==> config.mk <==
export PLATFORM = sky130hd
export DESIGN_NAME = path_loader
export DESIGN_NICKNAME = d
export VERILOG_FILES = /design/src/rtl/path_loader.sv
export SDC_FILE = /design/constraint.sdc
export NUM_CORES = 1
export LEC_CHECK = 0
export BUFFER_PORTS_ARGS = -buffer_cell sky130_fd_sc_hd__buf_2
export CORE_MARGIN = 5
export CORE_UTILIZATION = 31
export CTS_CLUSTER_DIAMETER = 40
export CTS_CLUSTER_SIZE = 14
export DETAILED_ROUTE_END_ITERATION = 10
export PLACE_DENSITY = 0.49
export SETUP_SLACK_MARGIN = 0.02
export SYNTH_ARGS = -nofsm -noshare
export SYNTH_HDL_FRONTEND = slang
export SYNTH_SLANG_ARGS = --single-unit
==> constraint.sdc <==
create_clock -name clk -period 2.4 [get_ports clk]
set_input_delay 0.48 -clock clk [delete_from_list [all_inputs] [get_ports clk]]
set_output_delay 0.48 -clock clk [all_outputs]
set_load 0.005 [all_outputs]
==> src/rtl/path_loader.sv <==
// path_loader: loads one host path into a 32x5 register file, runs the path-sum engine
// and hands its result downstream, with length reject and watchdog abort.
module path_loader #(
   parameter int TIMEOUT = 40
) (
   input  logic       clk,
   input  logic       rst,
   input  logic       in_valid,
   output logic       in_ready,
   input  logic [4:0] in_data,
   input  logic       en,
   input  logic [4:0] addr,
   output logic [4:0] data,
   output logic       start,
   input  logic       fin,
   input  logic [4:0] result,
   output logic       out_valid,
   output logic [4:0] out_result,
   input  logic       out_ready,
   output logic       err
);
   localparam int CW = $clog2(TIMEOUT + 1);

   typedef enum logic [1:0] {IDLE, LOAD, RUN, DONE} state_t;

   state_t        state, state_n;
   logic [4:0]    mem [32];
   logic [4:0]    wptr, wptr_n, res_n, waddr;
   logic [CW-1:0] cnt, cnt_n;
   logic          err_n, we, hs_in;

   assign in_ready  = state == IDLE || state == LOAD;
   assign start     = state == RUN;
   assign out_valid = state == DONE;
   assign hs_in     = in_valid && in_ready;
   assign data      = en ? mem[addr] : '0;

   always_comb begin
      state_n = state;
      wptr_n  = wptr;
      cnt_n   = '0;
      res_n   = out_result;
      err_n   = 1'b0;
      we      = 1'b0;
      waddr   = wptr;
      case (state)
         IDLE: if (hs_in) begin
            wptr_n = '0;
            if (in_data > 5'd30) err_n = 1'b1;
            else begin
               we      = 1'b1;
               waddr   = 5'd31;
               state_n = in_data == 5'd0 ? RUN : LOAD;
            end
         end
         LOAD: if (hs_in) begin
            we      = 1'b1;
            wptr_n  = wptr + 5'd1;
            state_n = wptr == mem[31] - 5'd1 ? RUN : LOAD;
         end
         // fin wins over the watchdog when both land on the same edge
         RUN: if (fin) begin
            res_n   = result;
            state_n = DONE;
         end else if (cnt == CW'(TIMEOUT - 1)) begin
            err_n   = 1'b1;
            res_n   = '0;
            state_n = IDLE;
         end else cnt_n = cnt + CW'(1);
         DONE: state_n = out_ready ? IDLE : DONE;
      endcase
   end

   always_ff @(posedge clk or posedge rst) begin
      if (rst) begin
         state      <= IDLE;
         wptr       <= '0;
         cnt        <= '0;
         out_result <= '0;
         err        <= 1'b0;
      end else begin
         state      <= state_n;
         wptr       <= wptr_n;
         cnt        <= cnt_n;
         out_result <= res_n;
         err        <= err_n;
      end
   end

   always_ff @(posedge clk) begin
      if (we) mem[waddr] <= in_data;
   end
endmodule

==> impl_metrics.env <==
export IMPL_outcome="finished with violations"
export IMPL_violations="setup timing"
export IMPL_drtIter0Drc=234
export IMPL_htree_levels=4
export IMPL_place_congestion=0.769
export IMPL_hpwl_mm=11.6
export IMPL_cts_buffer_depth=2
export IMPL_clock_skew_ps=20.2
export IMPL_finalCoreUtilization=0.384
export IMPL_cts_sinks=179
export IMPL_grt_pass1_wl_mm=26.2
export IMPL_cts_made_buffers=17
export IMPL_antenna_found_initial=0
export IMPL_vdd_drop_max_mv=0.402
export IMPL_synth_compound_area_frac=0.0402
export IMPL_fin_crit_sh=1.11
export IMPL_path_clk_slew_ps=70
export IMPL_synth_edf_count=160
export IMPL_p_leak_nw=3.15
export IMPL_power_density_nw_per_um2=868
export IMPL_min_period_ps=2670
export IMPL_vias=3985
export IMPL_seq_power_share=0.478
export IMPL_slowest_stage="mux4_2"
export IMPL_relSlewSlack=0.492
export IMPL_rsz0062_at_grt="true"
export IMPL_clock_fmax_mhz=374
export IMPL_synthMuxAreaShare=0.150
export IMPL_yosys_area_share_simple=0.0637
export IMPL_end_kind="output port"
export IMPL_cp_data_arrival_time_ps=2190
export IMPL_synthesis_area_um2=7470
export IMPL_cts_tree="built"
export IMPL_insertion_delay_ps=430
export IMPL_track_usage=0.134
export IMPL_synth_top_family_by_area="multiplexers"
export IMPL_worstHoldPathType="primary input to asynchronous set/reset pin"
export IMPL_setup_ws_ps=-271
export IMPL_p_int_mw=5.87
export IMPL_p_sw_mw=1.99
export IMPL_holdWs_ps=168
export IMPL_drc=0
export IMPL_antenna_cells=0
export IMPL_portBuffers=34
export IMPL_dieArea_um2=27300
export IMPL_finalMaxSlewViolations=0
export IMPL_clockRootBuffer="clkbuf_16"
export IMPL_coreArea_um2=23600
export IMPL_syn2layout_area_growth_pct=21.3
export IMPL_startpoint_type="flop"
export IMPL_layout_commonest_cell="edfxtp_1"
export IMPL_ys_async_sr_fraction=0.106
export IMPL_cp_cell_sequence="mux4_2 > mux4_2 > inv_2 > a221oi_2 > buf_2"
export IMPL_drv_cap=0
export IMPL_start_util=0.316
export IMPL_path_class="flop to output port"
export IMPL_ys_seq_area_frac=0.707
export IMPL_crit_fanout=2
export IMPL_wl_per_cell_um=20.4
export IMPL_fp_row_count=56
export IMPL_num_io_pins=35
export IMPL_p_clk_frac=0.374
export IMPL_syn_num_nets=438
export IMPL_cts_hold_buf=0
export IMPL_synth_adder_area_share=0.00503
export IMPL_regToRegSetupSlack_ps=300
export IMPL_totalWireLength_mm=17.1
export IMPL_grt_start_max_net_pins=35
export IMPL_crit_top_cell="mux4_2"
export IMPL_dp_cells=800
export IMPL_drive_gt1_frac=0.327
export IMPL_die_w_um=165
export IMPL_nets=528
export IMPL_layout_common_cells="edfxtp_1, buf_4, nor2_1"
export IMPL_synth_cell_types=48
export IMPL_tightestPinTransition_ps=761
export IMPL_syn_avg_cell_area_um2=18.0
export IMPL_hold_viol_final=0
export IMPL_final_cells=836
export IMPL_synth_xor_area_frac=0.0106
export IMPL_critPathRequiredTime_ps=1920
export IMPL_die_h_um=165
export IMPL_synth_top_flop_cell="edfxtp_1"
export IMPL_ant_nets=0
export IMPL_routed_via_density=4.77
export IMPL_grt_pass1_vias=4174
export IMPL_netSwitchingFraction=0.253
export IMPL_drtPass1Iterations=4
export IMPL_synth_cells=414
export IMPL_finalSetupViolCount=5
export IMPL_pwr_share_comb=0.148
export IMPL_yosysWarnings=0
export IMPL_ys_seq_elements=179
export IMPL_worst_path_largest_cell_delay_ps=530
export IMPL_gr_total_overflow=0
[registers in the layout (all words and copies together) (netlist names)]
register    flops
state           2
wptr            5
err             1
out_result      5
cnt             6
mem           160
[per-stage QoR]
stage                     power (mW)  setup TNS (ps)  worst slack, ps  cell area [µm²]
after CTS                       7.95           -1270             -298             9050
after floorplan                 4.48               0             72.6             7470
final                           7.86           -1140             -271             9060
after global placement          4.96           -1370             -303             8360
after global routing            8.22           -1480             -327             9060
after detailed placement        4.99           -1350             -294             8360
[metal layers]
metal / part of all wire / vias up / GRT usage
met2: 0.53 / 56 / 0.233
met5: 0 / - / 0
met1: 0.42 / 2058 / 0.163
met3: 0.031 / 21 / 0.0276
li1: - / 1850 / -
met4: 0.021 / 0 / 0.0488
[kinds of logic after synthesis]
group                      count (synthesis)
AOI/OAI and AO/OA                         39
adders and majority gates                  3
DFF                                      179
xor gates and xnor gates                   9
and+or+nand+nor                          101
muxes                                     51
buffers and inverters                     32
[cell usage after synthesis (7+ instances only)]
cell type,n,share of area
nand3_1,9,0.0060
nor3_1,7,0.0047
nand2_1,16,0.0080
mux4_2,32,0.097
clkbuf_1,11,0.0055
o21ai_0,8,0.0054
edfxtp_1,160,0.64
xnor2_1,7,0.0082
inv_1,10,0.0050
nor2_1,43,0.022
mux4_1,13,0.046
a22o_1,7,0.0082
dfrtp_1,19,0.064
[critical path: cells and delay by family, from the launching register on]
family | cells | cell delay (ps)
multiplexers | 2 | 1050
AO/OA/AOI/OAI | 1 | 50
buffers and inverters | 2 | 230
flip-flops | 1 | 430
[cell type report]
class	instances	area, µm²
clock buffers	18	429
clock inverters	14	203
fillers	2181	14600
inverters	11	41.3
multi-input cells	203	2030
flip-flops and latches	179	5280
well taps	319	399
repair buffers	92	682
[power by group through the flow]
stage	Sequential (mW)	Combinational (mW)	Clock, mW
after floorplan	3.74	0.740	0
after global placement	3.82	1.15	0
after detailed placement	3.83	1.17	0
after CTS	3.76	1.19	3.00
after global routing	3.78	1.30	3.15
final	3.76	1.16	2.94
[timing repair]
item                                    CTS  global route
endpoints found under the setup margin    5             5
gates cloned                              1             0
pin swaps                                 4             1
resized for setup                        12             1
setup buffers                             2             1
[path summary, 6_finish.rpt]
kind                            cells after the start            startpoint                        end
worst min-delay path                                2                   rst  out_result[3]$_DFFE_PP0P_
worst max-delay path                                5  mem[31][1]$_DFFE_PP_                    data[1]
max in group asynchronous                           2                   rst        wptr[3]$_DFFE_PP0P_
worst min register to register                      1      cnt[0]$_DFF_PP0_           cnt[0]$_DFF_PP0_
worst max register to register                      5  state[1]$_DFFE_PP0P_       mem[28][1]$_DFFE_PP_
min in group clk                                    2             result[0]  out_result[0]$_DFFE_PP0P_
(Power assumes the default switching activity.)
